==> config.mk <==
export PLATFORM = sky130hd
export DESIGN_NAME = ex_operand_stage
export DESIGN_NICKNAME = d
export VERILOG_FILES = /design/src/rtl/alu_pkg.sv /design/src/rtl/fwd_sel.sv /design/src/rtl/ex_operand_stage.sv
export SDC_FILE = /design/constraint.sdc
export NUM_CORES = 1
export LEC_CHECK = 0
export CAP_MARGIN = 10
export CORE_AREA = 2 2 246 248
export CTS_BUF_LIST = sky130_fd_sc_hd__clkbuf_2
export DETAILED_ROUTE_END_ITERATION = 16
export DIE_AREA = 0 0 248 250
export GPL_TIMING_DRIVEN = 0
export MAX_ROUTING_LAYER = met4
export PLACE_DENSITY = 0.64
export SLEW_MARGIN = 30
export SYNTH_ARGS = -nofsm -noshare
export SYNTH_HDL_FRONTEND = slang
export SYNTH_SLANG_ARGS = --single-unit
==> constraint.sdc <==
create_clock -name clk -period 5.4 [get_ports clk]
set_input_delay 1.08 -clock clk [delete_from_list [all_inputs] [get_ports clk]]
set_output_delay 1.08 -clock clk [all_outputs]
set_load 0.01 [all_outputs]
==> src/rtl/alu_pkg.sv <==
// Shared definitions for the integer ALU datapath and its operand stage.
// Holds the datapath widths, the ALU opcode encoding and the operand-select flags.
// Imported by ex_operand_stage and fwd_sel; no logic lives here.
package alu_pkg;

  localparam int XLEN = 64;  // operand/data width
  localparam int RAW  = 5;   // register address width
  localparam int OPW  = 4;   // ALU opcode width

  typedef enum logic [OPW-1:0] {
    ALU_ADD  = 4'd0,
    ALU_SUB  = 4'd1,
    ALU_AND  = 4'd2,
    ALU_OR   = 4'd3,
    ALU_XOR  = 4'd4,
    ALU_SLL  = 4'd5,
    ALU_SRL  = 4'd6,
    ALU_SRA  = 4'd7,
    ALU_SLT  = 4'd8,
    ALU_SLTU = 4'd9
  } alu_op_t;

  // Operand-select flags carried with each entry
  typedef struct packed {
    logic use_pc;   // operand a = pc instead of rs1
    logic use_imm;  // operand b = imm instead of rs2
  } opsel_t;

endpackage

==> src/rtl/fwd_sel.sv <==
// Forwarding mux for one source operand: EX/MEM beats MEM/WB beats register file.
// Latency: purely combinational. Backpressure: none, no state.
// Ports: i_addr source index, i_rf_data default data, i_mem_*/i_wb_* bypass ports, o_data result.
module fwd_sel
  import alu_pkg::*;
(
  input  logic [RAW-1:0]  i_addr,
  input  logic [XLEN-1:0] i_rf_data,
  input  logic            i_mem_we,
  input  logic [RAW-1:0]  i_mem_rd,
  input  logic [XLEN-1:0] i_mem_data,
  input  logic            i_wb_we,
  input  logic [RAW-1:0]  i_wb_rd,
  input  logic [XLEN-1:0] i_wb_data,
  output logic [XLEN-1:0] o_data
);

  logic w_nonzero;
  logic w_hit_mem;
  logic w_hit_wb;

  // x0 is hardwired zero in the register file, so a pending write to it must never bypass
  assign w_nonzero = (i_addr != '0);
  assign w_hit_mem = w_nonzero && i_mem_we && (i_mem_rd == i_addr);
  assign w_hit_wb  = w_nonzero && i_wb_we  && (i_wb_rd  == i_addr);

  always_comb begin
    o_data = i_rf_data;
    if (w_hit_mem) begin
      o_data = i_mem_data;       // youngest producer wins
    end else if (w_hit_wb) begin
      o_data = i_wb_data;
    end
  end

endmodule

==> src/rtl/ex_operand_stage.sv <==
// Execute-stage operand register: forwards, registers and presents ALU operands a/b.
// Latency: 1 cycle from accept to out_valid; full throughput on back-to-back accepts.
// Backpressure: in_ready = !flush && (!out_valid || out_ready); held sources refresh from bypass while stalled.
// Ports: decode side in_*, bypass fwd_mem_*/fwd_wb_*, ALU side out_* with out_valid/out_ready, flush kills held entry.
module ex_operand_stage
  import alu_pkg::*;
(
  input  logic            clk,
  input  logic            rst,
  input  logic            flush,
  input  logic            in_valid,
  output logic            in_ready,
  input  logic [RAW-1:0]  in_rs1_addr,
  input  logic [RAW-1:0]  in_rs2_addr,
  input  logic [XLEN-1:0] in_rs1_data,
  input  logic [XLEN-1:0] in_rs2_data,
  input  logic [XLEN-1:0] in_imm,
  input  logic [XLEN-1:0] in_pc,
  input  logic            in_use_imm,
  input  logic            in_use_pc,
  input  logic [OPW-1:0]  in_alu_op,
  input  logic [RAW-1:0]  in_rd_addr,
  input  logic            fwd_mem_we,
  input  logic [RAW-1:0]  fwd_mem_rd,
  input  logic [XLEN-1:0] fwd_mem_data,
  input  logic            fwd_wb_we,
  input  logic [RAW-1:0]  fwd_wb_rd,
  input  logic [XLEN-1:0] fwd_wb_data,
  output logic            out_valid,
  input  logic            out_ready,
  output logic [XLEN-1:0] out_a,
  output logic [XLEN-1:0] out_b,
  output logic [XLEN-1:0] out_rs2,
  output logic [OPW-1:0]  out_alu_op,
  output logic [RAW-1:0]  out_rd_addr
);

  logic            r_valid;
  logic [XLEN-1:0] r_rs1;
  logic [XLEN-1:0] r_rs2;
  logic [XLEN-1:0] r_imm;
  logic [XLEN-1:0] r_pc;
  opsel_t          r_sel;
  logic [OPW-1:0]  r_op;
  logic [RAW-1:0]  r_rd;
  logic [RAW-1:0]  r_rs1_addr;
  logic [RAW-1:0]  r_rs2_addr;

  logic            w_accept;
  logic            w_refresh;
  logic [XLEN-1:0] w_cap_rs1;
  logic [XLEN-1:0] w_cap_rs2;
  logic [XLEN-1:0] w_ref_rs1;
  logic [XLEN-1:0] w_ref_rs2;

  assign in_ready  = !flush && (!r_valid || out_ready);
  assign w_accept  = in_valid && in_ready;
  // A stalled entry keeps watching the bypass ports so it never goes stale
  assign w_refresh = r_valid && !out_ready && !flush;

  fwd_sel u_cap_rs1 (
    .i_addr(in_rs1_addr), .i_rf_data(in_rs1_data),
    .i_mem_we(fwd_mem_we), .i_mem_rd(fwd_mem_rd), .i_mem_data(fwd_mem_data),
    .i_wb_we(fwd_wb_we), .i_wb_rd(fwd_wb_rd), .i_wb_data(fwd_wb_data),
    .o_data(w_cap_rs1)
  );

  fwd_sel u_cap_rs2 (
    .i_addr(in_rs2_addr), .i_rf_data(in_rs2_data),
    .i_mem_we(fwd_mem_we), .i_mem_rd(fwd_mem_rd), .i_mem_data(fwd_mem_data),
    .i_wb_we(fwd_wb_we), .i_wb_rd(fwd_wb_rd), .i_wb_data(fwd_wb_data),
    .o_data(w_cap_rs2)
  );

  // Refresh muxes default to the held value, so no bypass hit means no change
  fwd_sel u_ref_rs1 (
    .i_addr(r_rs1_addr), .i_rf_data(r_rs1),
    .i_mem_we(fwd_mem_we), .i_mem_rd(fwd_mem_rd), .i_mem_data(fwd_mem_data),
    .i_wb_we(fwd_wb_we), .i_wb_rd(fwd_wb_rd), .i_wb_data(fwd_wb_data),
    .o_data(w_ref_rs1)
  );

  fwd_sel u_ref_rs2 (
    .i_addr(r_rs2_addr), .i_rf_data(r_rs2),
    .i_mem_we(fwd_mem_we), .i_mem_rd(fwd_mem_rd), .i_mem_data(fwd_mem_data),
    .i_wb_we(fwd_wb_we), .i_wb_rd(fwd_wb_rd), .i_wb_data(fwd_wb_data),
    .o_data(w_ref_rs2)
  );

  always_ff @(posedge clk) begin
    if (rst) begin
      r_valid    <= 1'b0;
      r_rs1      <= '0;
      r_rs2      <= '0;
      r_imm      <= '0;
      r_pc       <= '0;
      r_sel      <= '0;
      r_op       <= '0;
      r_rd       <= '0;
      r_rs1_addr <= '0;
      r_rs2_addr <= '0;
    end else if (flush) begin
      r_valid <= 1'b0;
    end else if (w_accept) begin
      r_valid       <= 1'b1;
      r_rs1         <= w_cap_rs1;
      r_rs2         <= w_cap_rs2;
      r_imm         <= in_imm;
      r_pc          <= in_pc;
      r_sel.use_pc  <= in_use_pc;
      r_sel.use_imm <= in_use_imm;
      r_op          <= in_alu_op;
      r_rd          <= in_rd_addr;
      r_rs1_addr    <= in_rs1_addr;
      r_rs2_addr    <= in_rs2_addr;
    end else if (w_refresh) begin
      r_rs1 <= w_ref_rs1;
      r_rs2 <= w_ref_rs2;
    end else if (out_ready) begin
      // Consumed with nothing new behind it: drop valid, keep data
      r_valid <= 1'b0;
    end
  end

  assign out_valid   = r_valid;
  assign out_a       = r_sel.use_pc  ? r_pc  : r_rs1;
  assign out_b       = r_sel.use_imm ? r_imm : r_rs2;
  assign out_rs2     = r_rs2;
  assign out_alu_op  = r_op;
  assign out_rd_addr = r_rd;

endmodule
==> metrics.md <==
| Metric | Value |
|---|---|
| Area of placed instances | `between 0.02 and 0.03 mm2` |
| Weighted congestion at the end of routability-driven global placement | `0.965` |
| Via count of the first global-routing pass | `between 20000 and 25000` |
| Remaining design rule violation count | `0` |
| Antenna violations before repair | `17` |
| Required time reported for the critical path endpoint | `roughly 4300 ps` |
| Worst flop-to-flop path startpoint | `out_valid` |
| Hold WC Path Type | `reg -> reg` |
| 1st-iter DRT viols | `~2800` |
| Final standard cell area without fillers | `0.0272 mm2` |
| Worst EP arrival | `approximately 3800 ps` |
| Yosys top cell area share | `around 29%` |
| Largest voltage drop on the vdd net | `~120 uV` |
| Cell type contributing the most total cell area after synthesis | `sky130_fd_sc_hd__dfxtp_1` |
| Routed length per placed instance | `26.2 um` |
| Total Routing Usage GR | `roughly a third` |
| Layout area overhead | `42.2%` |
| Number of buffers added by the clock tree synthesis step | `85` |
| Die height | `~250 um` |
| Starting density of the core | `32.1%` |
| Worst reg-to-reg path cell count | `7` |
| Top-Level Pins | `between 600 and 700` |
| Dominant synthesized flop cell | `sky130_fd_sc_hd__dfxtp_1` |
| Min setup slack post-route | `~550 ps` |
| Worst Clk Skew | `a little over 90 ps` |
| Count of unique library cells instantiated by Yosys | `42` |
| H-tree depth | `3` |
| Number of setup buffers added after CTS | `0` |
| Max Slew Vio Count | `0` |
| Width of the die | `248 um` |
| Most instantiated cells after synthesis | `sky130_fd_sc_hd__nand2_1, sky130_fd_sc_hd__dfxtp_1, sky130_fd_sc_hd__inv_1, sky130_fd_sc_hd__clkbuf_1, sky130_fd_sc_hd__a21oi_1` |
| Number of standard cells after synthesis | `approximately 2500` |
| Setup Viol. Count Final | `0` |
| Setup CP Type | `reg -> out` |
| Worst setup path endpoint | `out_b[2]` |
| Number of port buffers | `between 600 and 700` |
| Total via count after detailed routing | `about 24000` |
| Post-synth ARST share | `0%` |
| Maximum number of pins on one net before global-route repair | `19` |
| Biggest area contributors in the synthesized netlist | `sky130_fd_sc_hd__dfxtp_1, sky130_fd_sc_hd__a221oi_2, sky130_fd_sc_hd__nand2_1, sky130_fd_sc_hd__a221oi_1, sky130_fd_sc_hd__nand3b_1` |
| Initial DRT Pass Iterations | `6` |
| Clk pin slew, worst setup/hold paths | `roughly 100 ps` |
| Setup repair after global routing missed its margin | `false` |
| Layout cells sized above 1 | `approximately an eighth` |
| Critical Path Source | `r_sel[0]` |
| Setup crit end kind | `primary output` |
| Crit-path max FO | `19` |
| Seq/Total Area, Yosys | `~29%` |
| Power per Cell Area | `approximately 200 mW/mm2` |
| Post-DR vias/cell | `approximately 5.8` |
| Average cell area after synthesis | `around 7.6 um2` |
| R2R setup slack | `roughly 2600 ps` |
| First-pass GRT wire length | `approximately 150000 um` |
| Relative slew slack | `28.4%` |
| Critical R2R Capture | `out_rs2[6]` |
| Number of clock sinks seen by CTS | `about 280` |
| Result of the run | `finished clean` |
| Most instantiated library cell after synthesis | `sky130_fd_sc_hd__nand2_1` |
| Final setup TNS | `0 ps` |
| Hpwl dp | `around 81000 um` |
| TritonCTS clock tree | `built` |
| Fin nets | `3642` |
| Clock latency of the later-clocked register in the worst-skew pair | `~1100 ps` |
| Number of flops mapped to enable cells by yosys | `0` |
| Timing-limited maximum frequency | `206 MHz` |
| Longest Clk Path Bufs | `3` |
| Final Total Pwr | `5450 uW` |
| Core Rows | `90` |
| Floorplan Core Area | `0.0596 mm2` |
| Remaining number of nets flagged by the antenna check after routing | `0` |
| Static power due to leakage | `approximately 0.0094 uW` |
| Worst slack at placement | `about 1300 ps` |
| Share of the clock period used by the worst path after layout | `approximately 90%` |
| Worst-Margin Slew | `roughly 1100 ps` |
| Hold-fix buffers at CTS | `0` |
| Max-capacitance violation count | `0` |
| Wire length after detailed routing | `around 110000 um` |
| Total of warnings raised by yosys | `0` |
| Area of the die | `0.0620 mm2` |
| Grt total ovfl | `0` |
| Net count after synthesis | `approximately 3000` |
| Summed instance area of the synthesized netlist | `between 0.015 and 0.02 mm2` |
| Flops & latches, synth | `around 280` |
| Buffer type at the clock tree root | `sky130_fd_sc_hd__clkbuf_2` |
| Clock period minus worst slack | `4850 ps` |
| Startpoint types | `flip-flop` |
| Final-report hold violation count | `0` |
| Final core utilization | `around 46%` |
-- logic make-up (layout without fill, tap and decap cells) --
kind of cell / Yosys count / count (layout) / share of synthesized area [%]
flip-flops: 278 / 278 / 29.1
buffers and inverters: 490 / 1262 / 11.5
AND/OR/NAND/NOR: 897 / 897 / 23.1
other: 0 / 17 / 0
XOR/XNOR: 40 / 40 / 1.83
AO/OA/AOI/OAI: 802 / 802 / 34.5
-- cell type report --
| class | count | area [um2] |
|---|---|---|
| fill | 6291 | 32400 |
| multi-input combinational | 1739 | 11400 |
| timing repair buffer | 627 | 6290 |
| sequential | 278 | 5570 |
| buffer | 293 | 1460 |
| tap | 782 | 978 |
| inverter | 196 | 736 |
| clock buffer | 120 | 601 |
| clock inverter | 26 | 139 |
| antenna | 17 | 42.5 |
-- worst max-delay path, stage by stage (launching register included) --
cell and delay, ps:
sky130_fd_sc_hd__dfxtp_1 450, sky130_fd_sc_hd__clkbuf_2 290, sky130_fd_sc_hd__buf_16 220, sky130_fd_sc_hd__clkbuf_1 630, sky130_fd_sc_hd__nand2_1 110, sky130_fd_sc_hd__o21ai_0 280
sky130_fd_sc_hd__clkdlybuf4s50_1 670
-- report_power, final --
group | internal [uW] | switching [uW]
logic | 652 | 877
clock network | 645 | 1090
registers | 2140 | 47.2
-- stage by stage --
| stage | hold WS [ps] | std cells |
|---|---|---|
| floorplan | 436 | 2507 |
| global placement | 442 | 3912 |
| detailed placement | 445 | 3915 |
| CTS | 343 | 4060 |
| global route | 433 | 4074 |
| finish | 456 | 4078 |
-- flip-flops by register name, indices dropped and copies added, names as in the netlist --
register and flops:
out_rs2 64, out_alu_op 4, out_valid 1, r_pc 64
out_rd_addr 5, r_rs1 64, r_rs1_addr 5, r_sel 2
r_imm 64, r_rs2_addr 5
-- worst min path at each step --
stage | cells after the start | startpoint | to | slack [ps]
2_1_floorplan | 2 | r_imm[0] | r_imm[0] | 440
3_3_place_gp | 2 | r_imm[42] | r_imm[42] | 440
3_5_place_dp | 2 | out_alu_op[2] | out_alu_op[2] | 450
4_1_cts | 3 | in_pc[60] | r_pc[60] | 340
5_1_grt | 3 | in_pc[7] | r_pc[7] | 430
6_report | 2 | r_imm[27] | r_imm[27] | 460
-- per-layer routing --
layer | part of all wire (%) | track usage (%) | wire (um)
met5 | 0 | - | 0
met4 | 4.6 | 16.1 | 4960
met3 | 10 | 8.76 | 11100
met2 | 46 | 52.9 | 48800
met1 | 39 | 40.9 | 42100
-- placed cells by master, fill, tap and decap left out, drive strengths merged, types with 4 or more instances in the layout --
| master | count |
|---|---|
| nand3b | 128 |
| o21ai | 128 |
| a221oi | 256 |
| nor4 | 8 |
| nor2 | 68 |
| nand3 | 128 |
| clkbuf | 282 |
| a21boi | 128 |
| diode | 17 |
| xor2 | 28 |
| clkinv | 22 |
| xnor2 | 12 |
| inv | 197 |
| a211oi | 4 |
| a21oi | 149 |
| nand2 | 428 |
| clkdlybuf4s50 | 623 |
| buf | 135 |
| and3 | 128 |
| dfxtp | 278 |
| o311ai | 130 |
-- repair_timing --
item | 4_1_cts | 5_1_grt
endpoints found under the hold margin | 0 | 0
endpoints found under the setup margin | 1 | 0
gates resized for setup | 0 | 0
Note: power is estimated with default switching activity, not from simulation.
